[src/rtl/ot_pkg.sv]
// Shared types and defaults for the quantization output-stage drain logic.
package ot_pkg;

  typedef enum logic [1:0] {IDLE, ARB, XFER, DONE} ot_state_e;

  localparam int OT_DATA_BITS = 64;
  localparam int OT_N_CH      = 4;
  localparam int OT_BURST     = 4;
  localparam int OT_CNT_BITS  = 16;

  // Width of a channel index; never narrower than one bit.
  function automatic int ch_w(input int n);
    return (n > 1) ? $clog2(n) : 1;
  endfunction

endpackage

[src/rtl/ot_rr_pick.sv]
// Rotate-priority encoder: first asserted req after ptr, wrapping mod N_CH.
module ot_rr_pick
  import ot_pkg::*;
#(
  parameter int N_CH = OT_N_CH,
  parameter int IW   = ch_w(N_CH)
) (
  input  logic [N_CH-1:0] req,
  input  logic [IW-1:0]   ptr,
  output logic            hit,
  output logic [IW-1:0]   idx
);

  // Scan farthest-to-nearest so the nearest requester after ptr wins last.
  always_comb begin
    hit = 1'b0;
    idx = '0;
    for (int i = N_CH; i >= 1; i--) begin
      if (req[(int'(ptr) + i) % N_CH]) begin
        hit = 1'b1;
        idx = IW'((int'(ptr) + i) % N_CH);
      end
    end
  end

endmodule

[src/rtl/ot_drain_arb.sv]
// Round-robin drain of N_CH show-ahead FIFOs onto one registered valid/ready
// bus, in bounded bursts, counting beats against a per-tile total.
module ot_drain_arb
  import ot_pkg::*;
#(
  parameter int N_CH      = OT_N_CH,
  parameter int DATA_BITS = OT_DATA_BITS,
  parameter int BURST     = OT_BURST,
  parameter int CNT_BITS  = OT_CNT_BITS,
  parameter int IW        = ch_w(N_CH)
) (
  input  logic                      clk,
  input  logic                      reset,
  input  logic                      start,
  input  logic [CNT_BITS-1:0]       cfg_total_beats,
  input  logic [N_CH-1:0]           fifo_empty_n,
  input  logic [N_CH*DATA_BITS-1:0] fifo_data,
  output logic [N_CH-1:0]           fifo_read,
  output logic                      ot_valid,
  input  logic                      ot_ready,
  output logic [DATA_BITS-1:0]      ot_data,
  output logic [IW-1:0]             ot_ch,
  output logic                      busy,
  output logic                      done
);

  localparam int BW = $clog2(BURST + 1);

  ot_state_e              state, nstate;
  logic [IW-1:0]          ptr, sel, pick;
  logic [BW-1:0]          bcnt;
  logic [CNT_BITS-1:0]    remain;
  logic                   hit, sel_ne, ld, out_free;
  logic [DATA_BITS-1:0]   word;

  ot_rr_pick #(.N_CH(N_CH), .IW(IW)) u_pick (
    .req (fifo_empty_n),
    .ptr (ptr),
    .hit (hit),
    .idx (pick)
  );

  assign sel_ne   = fifo_empty_n[sel];
  assign word     = fifo_data[int'(sel)*DATA_BITS +: DATA_BITS];
  // Output register can take a new word when empty or being drained now.
  assign out_free = ~ot_valid | ot_ready;
  assign ld       = (state == XFER) & sel_ne & out_free & (remain != '0);

  // State register.
  always_ff @(posedge clk) begin
    if (reset) state <= IDLE;
    else       state <= nstate;
  end

  // Next-state: burst limit and tile end take priority over early empty.
  always_comb begin
    nstate = state;
    case (state)
      IDLE: if (start) nstate = (cfg_total_beats == '0) ? DONE : ARB;
      ARB:  if (hit) nstate = XFER;
      XFER: begin
        if (ld && remain == CNT_BITS'(1))      nstate = DONE;
        else if (ld && bcnt == BW'(BURST - 1)) nstate = ARB;
        else if (!sel_ne)                      nstate = ARB;
      end
      DONE: if (out_free) nstate = IDLE;
      default: nstate = IDLE;
    endcase
  end

  // Outputs: pop strobe is same-cycle with the load; held off during reset
  // so the FIFOs never lose a word to a dropped transfer.
  always_comb begin
    busy      = (state != IDLE);
    fifo_read = '0;
    if (ld && !reset) fifo_read[sel] = 1'b1;
  end

  // Datapath: grant pointer, beat counters and the registered output word.
  always_ff @(posedge clk) begin
    if (reset) begin
      ptr      <= IW'(N_CH - 1);
      sel      <= '0;
      bcnt     <= '0;
      remain   <= '0;
      ot_valid <= 1'b0;
      ot_data  <= '0;
      ot_ch    <= '0;
      done     <= 1'b0;
    end else begin
      done <= (state == DONE) && out_free;
      if (state == IDLE && start) remain <= cfg_total_beats;
      if (state == ARB && hit) begin
        sel  <= pick;
        ptr  <= pick;
        bcnt <= '0;
      end
      if (ld) begin
        ot_data  <= word;
        ot_ch    <= sel;
        ot_valid <= 1'b1;
        remain   <= remain - CNT_BITS'(1);
        bcnt     <= bcnt + BW'(1);
      end else if (ot_ready) begin
        ot_valid <= 1'b0;
      end
    end
  end

endmodule

[config.mk]
export PLATFORM = sky130hd
export DESIGN_NAME = ot_drain_arb
export DESIGN_NICKNAME = d
export VERILOG_FILES = /design/src/rtl/ot_pkg.sv /design/src/rtl/ot_rr_pick.sv /design/src/rtl/ot_drain_arb.sv
export SDC_FILE = /design/constraint.sdc
export NUM_CORES = 1
export LEC_CHECK = 0
export CORE_AREA = 5 5 136 138
export DETAILED_ROUTE_END_ITERATION = 16
export DIE_AREA = 0 0 141 143
export DONT_BUFFER_PORTS = 1
export PLACE_DENSITY = 0.44
export SETUP_SLACK_MARGIN = 0.5
export SKIP_CTS_REPAIR_TIMING = 1
export SYNTH_ARGS = -nofsm -noshare
export SYNTH_HDL_FRONTEND = slang
export SYNTH_SLANG_ARGS = --single-unit
export TNS_END_PERCENT = 30
[constraint.sdc]
create_clock -name clk -period 2.8 [get_ports clk]
set_input_delay 0.42 -clock clk [delete_from_list [all_inputs] [get_ports clk]]
set_output_delay 0.42 -clock clk [all_outputs]
set_load 0.01 [all_outputs]
==> results.cfg, run 1 <==
[run_status]
status = completed

[clocking]
h-tree-depth = 3
cts_max_path_buffers = 2
root_buffer = clkbuf_16
clock_latency_ps = 350
numClockSinks = 93
cts_buffers = 9
cts_tree = yes
path_clk_slew_ps = 70

[detailed_routing]
routedWlPerCell_um = 23.4
drt_iter0_drc = 244
vias = 4635
avgViaCountPerCell = 5.79
drc = 0
postRouteAntennaNets = 0
routed_wl_um = 18700
drtPass1Iterations = 4

[timing]
max_freq_mhz = 448
rsz0062_at_grt = true
setup_viol = 0
hold_violations = 0
fin_crit_ps = 2230
worstMarginPinSlew_ps = 712
clock_skew_ps = 13.2
min_period_over_period_pct = 79.6
relSlewSlack_pct = 52.4
finalMaxSlewViolations = 0

[global_route]
grt_first_pass_wirelength_um = 27100
antenna_found_initial = 2
busiest_layer = met2
track_usage_pct = 17.1
first_global_vias = 4625
overflow = 0
gr-usage-met2_pct = 30.1
grt_max_degree = 95
gr-usage-met3_pct = 7.03
use_met1_pct = 18.7

[power_and_ir_drop]
p_switching_w = 0.000893
p_clk_share_pct = 38.0
vdd_ir_drop_max_mv = 0.392
power_density_nw_per_um2 = 530
leakagePower_nw = 1.88
seqPwrFrac_pct = 44.0
p_comb_share_pct = 18.1
switching_share_pct = 27.2
p_int_w = 0.00239

[setup_path]
cp-startpoint = sel[1]
cp_max_fo = 6
r2r_cells = 7
reg2reg_to = bcnt[2]
crit_required_ps = 2380
cp.arrival_ps = 1810
crit_path_max_incr_delay_ps = 380
path_class = flop to output port
worstPathCellList = mux2_2 > a32o_4 > and3_4 > and4_1
r2r_setup_slack_ps = 770
timing.rr.start = sel[1]
crit_path_end_kind = output port
crit_slowest_cell = dfxtp_4
endpoint = fifo_read[3]
start_kind = flop

[placement]
dp_hpwl_um = 13800
gp_congestion = 0.800
place_inst = 769
place_area_um2 = 5710
io_buffers = 0

[synth]
ys_types = 56
synth_area_per_cell_um2 = 9.61
yosys_warnings = 0
synth_nets = 865
synthTopCellsByArea = dfxtp_1 (33%), mux4_2 (26%), nand2_1 (9.9%)
synth_top_area_share_pct = 33.3
synth_edf_count = 0
yosysMostFrequentCell = nand2_1
ys_ff_latch = 93
synth_seq_area_share_pct = 33.3
ys.flop_type = dfxtp_1
syn_inst = 581
syn_area_um2 = 5580
yosys-top-cells-count = nand2_1 (147), dfxtp_1 (93), a21oi_1 (91)
synthArstFlopShare_pct = 0
yosysTopAreaCell = dfxtp_1

[floorplan]
fp.dieH_um = 143
row_count = 48
core-area_um2 = 17100
start_util_pct = 32.7
dieArea_um2 = 20200
ioPinCount = 353
die_w_um = 141

[final_layout]
n_fill_cell = 1737
postLayoutCellArea_um2 = 6190
drive_gt1_share_pct = 23.2
nets = 852
instances_no_fill = 800
syn2layout_area_growth_pct = 10.8

[flow_run]
maxCapViolations = 0

[hold_path]
worstHoldPathType = primary input to flop
[cell usage in the layout, fill, tap and decap left out, drive strengths merged, types with 6 or more instances in the layout]
master  Yosys  final
inv         8      9
clkbuf     23      9
dfxtp      93     93
a31oi       6      6
a21oi      91     91
mux4       64     64
nand2     147    147
buf        25     23
nand3      10     10
nor4        9      9
o211ai      8      8
nor2       17     17
o21ai       9      9
[final cells by class]
type	count	area, um^2	share of cell area, %
antenna	2	5.00	0.0809
clock buffer	9	225	3.64
clock inverter	7	75.1	1.21
sequential	93	1880	30.3
multi-input combinational	433	3510	56.7
inverter	8	30.0	0.485
tap	225	282	4.55
timing repair buffer	23	189	3.05
[power by group through the flow]
stage | Combinational (W) | Sequential (W) | Clock (W)
after CTS | 0.000558 | 0.00144 | 0.00130
after detailed placement | 0.000554 | 0.00147 | 0
after global placement | 0.000551 | 0.00147 | 0
final | 0.000592 | 0.00144 | 0.00125
after global routing | 0.000646 | 0.00145 | 0.00136
after floorplan | 0.000502 | 0.00145 | 0
[stage by stage]
step           util, %  hold WS [ps]  total power [W]  setup TNS (ps)  worst slack [ps]
5_1_grt           36.3           127          0.00345               0               464
4_1_cts           35.2           118          0.00330           -15.7             -15.7
3_5_place_dp      33.5           471          0.00203               0               382
6_report          36.3           140          0.00328               0               570
2_1_floorplan        -           452          0.00195               0               647
3_3_place_gp      33.5           458          0.00202               0               418
[critical path, delay by kind of cell (launching register included)]
| kind | cells | cell delay, ps |
|---|---|---|
| simple gates | 2 | 430 |
| flops | 1 | 380 |
| mux | 1 | 350 |
| compound gates | 1 | 310 |
[registers in the layout (all words and copies together), names as in the netlist]
name	flops
ot_data	64
remain	16
bcnt	3
ot_ch	2
ptr	2
sel	2
state	2
done	1
ot_valid	1
[cells by family after synthesis]
| kind of cell | share of synthesized area, % |
|---|---|
| fa+ha+maj | 0.896 |
| buf+inv | 5.13 |
| flops | 33.3 |
| compound gates | 15.0 |
| mux | 26.7 |
| simple gates | 18.9 |
[layer usage]
metal  up-vias  routed length, um  share of wire, %
met5         -                  0                 0
met3        22               2000                11
li1       2140                  -                 -
met2       237               9630                51
met4         0                333               1.8
met1      2236               6770                36
[worst min-delay path by stage]
stage          startpoint          end  cells past startpoint  slack [ps]
6_report            reset   remain[13]                      1         140
5_1_grt             reset  ot_data[42]                      1         130
4_1_cts             reset   remain[13]                      1         120
3_5_place_dp      bcnt[1]      bcnt[1]                      2         470
3_3_place_gp      bcnt[1]      bcnt[1]                      2         460
2_1_floorplan     bcnt[1]      bcnt[1]                      2         450
Power figures use the tool's default switching activity.
==> run 2: changes to the inputs <==
clock period = 2.3 ns   (was 2.8 ns; I/O delays follow)
==> run 2 against run 1 <==
First-iteration DRC count rose by 12%. Cell count rose by 1.8%. Setup slack got worse by 430 ps. Via count rose by 3.0%. Register-to-register slack got worse by 590 ps. Critical path type unchanged.
==> results.cfg, run 2 (synthesis gave the netlist of run 1 again) <==
[final_layout]
final_cell_mix = nand2_1 (142), a21oi_1 (88), dfxtp_1 (87)
postLayoutCellArea_um2 = 6470
largest_reg_flops = 64
syn2layout_area_growth_pct = 15.9
largest-register = ot_data
layout_commonest_cell = nand2_1
num_antenna_cells = 0
reg_top3 = ot_data (64), remain (16), bcnt (3)
drive_gt1_share_pct = 26.5
nets = 868

[floorplan]
die_w_um = 141
start_util_pct = 32.7
ioPinCount = 353
core-area_um2 = 17100
row_count = 48
dieArea_um2 = 20200
fp.dieH_um = 143

[setup_path]
r2r_setup_slack_ps = 180
crit_path_end_kind = output port
cp-startpoint = remain[0]
crit_path_max_incr_delay_ps = 360
crit_required_ps = 1960
cp_max_fo = 7
worstPathCellList = inv_2 > ha_4 > nor4b_4 > nand4_4 > nand3_4 > buf_12 > nor4b_4
path_common_cell = nor4b_4
crit_slowest_cell = dfxtp_2
timing.rr.start = sel[1]
cp.arrival_ps = 1810
path_class = flop to output port
start_kind = flop

[hold_path]
min_from = reset
worstHoldPathType = primary input to flop

[global_route]
overflow = 0
grt_first_pass_wirelength_um = 27500
first_global_vias = 4692
track_usage_pct = 17.3
antenna_found_initial = 1
grt_max_degree = 95

[timing]
rsz0062_at_grt = true
finalMaxSlewViolations = 0
min_period_over_period_pct = 93.8
max_freq_mhz = 463
relSlewSlack_pct = 60.2
worstMarginPinSlew_ps = 598
whs_ps = 69.2
hold_violations = 0
setup_tns_ps = 0
clock_skew_ps = 14.2
fin_crit_ps = 2160
setup_viol = 0

[placement]
place_area_um2 = 5820
dp_hpwl_um = 14200
gp_congestion = 0.790
io_buffers = 0

[run_status]
status = completed

[detailed_routing]
avgViaCountPerCell = 5.86
vias = 4772
drc = 0
routed_wl_um = 19600
drt_iter0_drc = 273
postRouteAntennaNets = 0
drtPass1Iterations = 5
routedWlPerCell_um = 24.1

[clocking]
root_buffer = clkbuf_16
path_clk_slew_ps = 70
cts_max_path_buffers = 2
h-tree-depth = 3
cts_buffers = 9
cts_tree = yes
numClockSinks = 93
clock_latency_ps = 350

[flow_run]
maxCapViolations = 0

[power_and_ir_drop]
leakagePower_nw = 2.02
power_density_nw_per_um2 = 623
vdd_ir_drop_max_mv = 0.314
==> run 2: area by class of cell <==
cell class | count | area, um^2
sequential | 93 | 1870
clock buffer | 12 | 268
timing repair buffer | 39 | 440
tap | 225 | 282
multi-input combinational | 433 | 3550
inverter | 8 | 30.0
fill | 1728 | 10600
clock inverter | 4 | 28.8
==> run 2: report_power, final <==
part	total [W]	internal [W]	switching (W)
logic	0.000788	0.000430	0.000358
registers	0.00175	0.00167	0.0000835
clock network	0.00149	0.000832	0.000661
total	0.00403	0.00293	0.00110
==> run 2: per-stage QoR <==
stage / util, % / std cells / setup slack (ps) / power (W)
6_report: 38.0 / 814 / 142 / 0.00403
5_1_grt: 38.0 / 814 / 56.8 / 0.00422
4_1_cts: 35.8 / 789 / -79.8 / 0.00402
3_5_place_dp: 34.1 / 773 / 273 / 0.00250
3_3_place_gp: 34.1 / 773 / 312 / 0.00250
2_1_floorplan: - / 581 / 423 / 0.00239
==> run 2: final timing paths <==
check,end,cells past startpoint
hold reg to reg,bcnt[1],2
setup / recovery,fifo_read[1],7
setup reg to reg,remain[9],7
hold / removal,ot_data[41],1
==> run 2: critical path, delay by kind of cell (launching register included) <==
family / cells / cell delay, ps
AND/OR/NAND/NOR: 4 / 720
adder cells (fa/ha/maj): 1 / 160
buffers and inverters: 2 / 230
flip-flops: 1 / 360
==> run 2: metal layers <==
metal | GRT usage (%) | wire length, um
met5 | 0 | 13
met4 | 5.61 | 353
met3 | 6.53 | 2020
met2 | 31.7 | 10300
met1 | 18.3 | 6920
==> run 3: changes to the inputs <==
CORE_AREA = 2 2 136 138   (was 5 5 136 138)
DIE_AREA = 0 0 138 140   (was 0 0 141 143)
PLACE_DENSITY = 0.42   (was 0.44)
==> run 3 against run 2 <==
Fmax is 2.4% lower. Flip-flop and latch count is the same. First-iteration DRC count down 15%. Sequential power hardly changed. Wire length shrank 6.1%. Critical path depth unchanged. Combinational power down 0.5%. Sequential share of layout area rose by 0.065 points. Largest cell class unchanged. Setup slack lost 54 ps. Clock skew fell by 2.4 ps.
==> results.cfg, run 3 (synthesis gave the netlist of run 1 again) <==
[detailed_routing]
postRouteAntennaNets = 0
drt-met1-wl_um = 7010
dr_wl_met2_um = 9550
routed-wl-met3_um = 1710
routedWlPerCell_um = 22.6
drc = 0
avgViaCountPerCell = 5.71
drt_iter0_drc = 233
topRoutingLayerUsed = met4
drtPass1Iterations = 5
vias = 4669
routed_wl_um = 18400

[global_route]
first_global_vias = 4652
grt_first_pass_wirelength_um = 26800
overflow = 0
grt_max_degree = 95
track_usage_pct = 17.4
antenna_found_initial = 0

[power_and_ir_drop]
p_clk_share_pct = 39.7
p_comb_share_pct = 18.6
p_switching_w = 0.00110
switching_share_pct = 26.0
p_total_w = 0.00421
power_density_nw_per_um2 = 652
seqPwrFrac_pct = 41.6
p_int_w = 0.00311
vdd_ir_drop_max_mv = 0.452
leakagePower_nw = 2.00

[clocking]
numClockSinks = 93
root_buffer = clkbuf_16
cts_buffers = 9
cts_max_path_buffers = 2
h-tree-depth = 3
cts_tree = yes
path_clk_slew_ps = 70
clock_latency_ps = 350

[flow_run]
maxCapViolations = 0

[run_status]
status = completed

[floorplan]
fp.dieH_um = 140
ioPinCount = 353
row_count = 49
core-area_um2 = 17800
start_util_pct = 31.4
die_w_um = 138
dieArea_um2 = 19300

[final_layout]
syn2layout_area_growth_pct = 15.6
final_cell_mix = nand2_1 (144), dfxtp_1 (88), a21oi_1 (86)
layout_commonest_cell = nand2_1
largest_reg_flops = 64
num_antenna_cells = 0
nets = 868
reg_top3 = ot_data (64), remain (16), bcnt (3)
largest-register = ot_data
drive_gt1_share_pct = 26.0

[setup_path]
start_kind = flop
path_class = flop to output port
cp.arrival_ps = 1870
r2r_cells = 9
cp_max_fo = 6
crit_path_end_kind = output port
timing.rr.start = remain[1]
r2r_setup_slack_ps = 170
reg2reg_to = remain[9]
crit_required_ps = 1960

[hold_path]
worstHoldPathType = primary input to flop
whs_path_depth = 1
min_from = reset
hold_end = ot_data[40]

[timing]
finalMaxSlewViolations = 0
worstMarginPinSlew_ps = 610
rsz0062_at_grt = true
clock_skew_ps = 11.8
max_freq_mhz = 452
setup_viol = 0
relSlewSlack_pct = 59.3
hold_violations = 0
whs_ps = 64.2
fin_crit_ps = 2210
min_period_over_period_pct = 96.2

[placement]
gp_congestion = 0.793
io_buffers = 0
dp_hpwl_um = 12900
[run 3: stage by stage]
step                      instance area, um^2  worst slack (ps)  utilization, %  cells  TNS (ps)
after floorplan                          5660               423               -    581         0
after global placement                   5810               290            32.7    777         0
final                                    6450              87.6            36.3    817         0
after detailed placement                 5810               220            32.7    777         0
after CTS                                6140              -135            34.5    792      -385
after global routing                     6450             -4.01            36.3    817     -4.01
[run 3: final cells by class]
type                    instances  area, um^2
inverters                       8        30.0
fillers                      1811       11300
repair buffers                 39         397
flip-flops and latches         93        1870
multi-input cells             433        3540
well taps                     229         287
clock buffers                  12         258
clock inverters                 3        67.6
[run 3: critical path: stages (launching register included)]
cell and delay (ps):
dfxtp_2 360, inv_2 60, ha_4 170, nor4b_4 130, nand4_4 160, nand3_4 150
buf_12 180, nor4b_4 310
[run 3: power by group through the flow]
| stage | registers, W | logic, W | clock network [W] |
|---|---|---|---|
| after floorplan | 0.00176 | 0.000627 | 0 |
| after global placement | 0.00178 | 0.000710 | 0 |
| after detailed placement | 0.00179 | 0.000713 | 0 |
| after CTS | 0.00175 | 0.000721 | 0.00173 |
| after global routing | 0.00176 | 0.000855 | 0.00179 |
| final | 0.00175 | 0.000784 | 0.00167 |
[run 3: per-layer routing]
layer	GRT usage, %	up-vias
li1	-	2171
met1	20.2	2244
met2	30.5	236
met5	0	-
met4	3.76	0
met3	6.80	18
[run 3: worst max path at each step]
stage                              end      start  slack, ps
final                     fifo_read[2]  remain[0]         90
after global routing      fifo_read[1]  remain[0]         -4
after CTS                 fifo_read[1]  remain[0]       -130
after detailed placement   ot_data[11]  remain[0]        220
after global placement    fifo_read[1]  remain[0]        290
after floorplan           fifo_read[3]  remain[0]        420
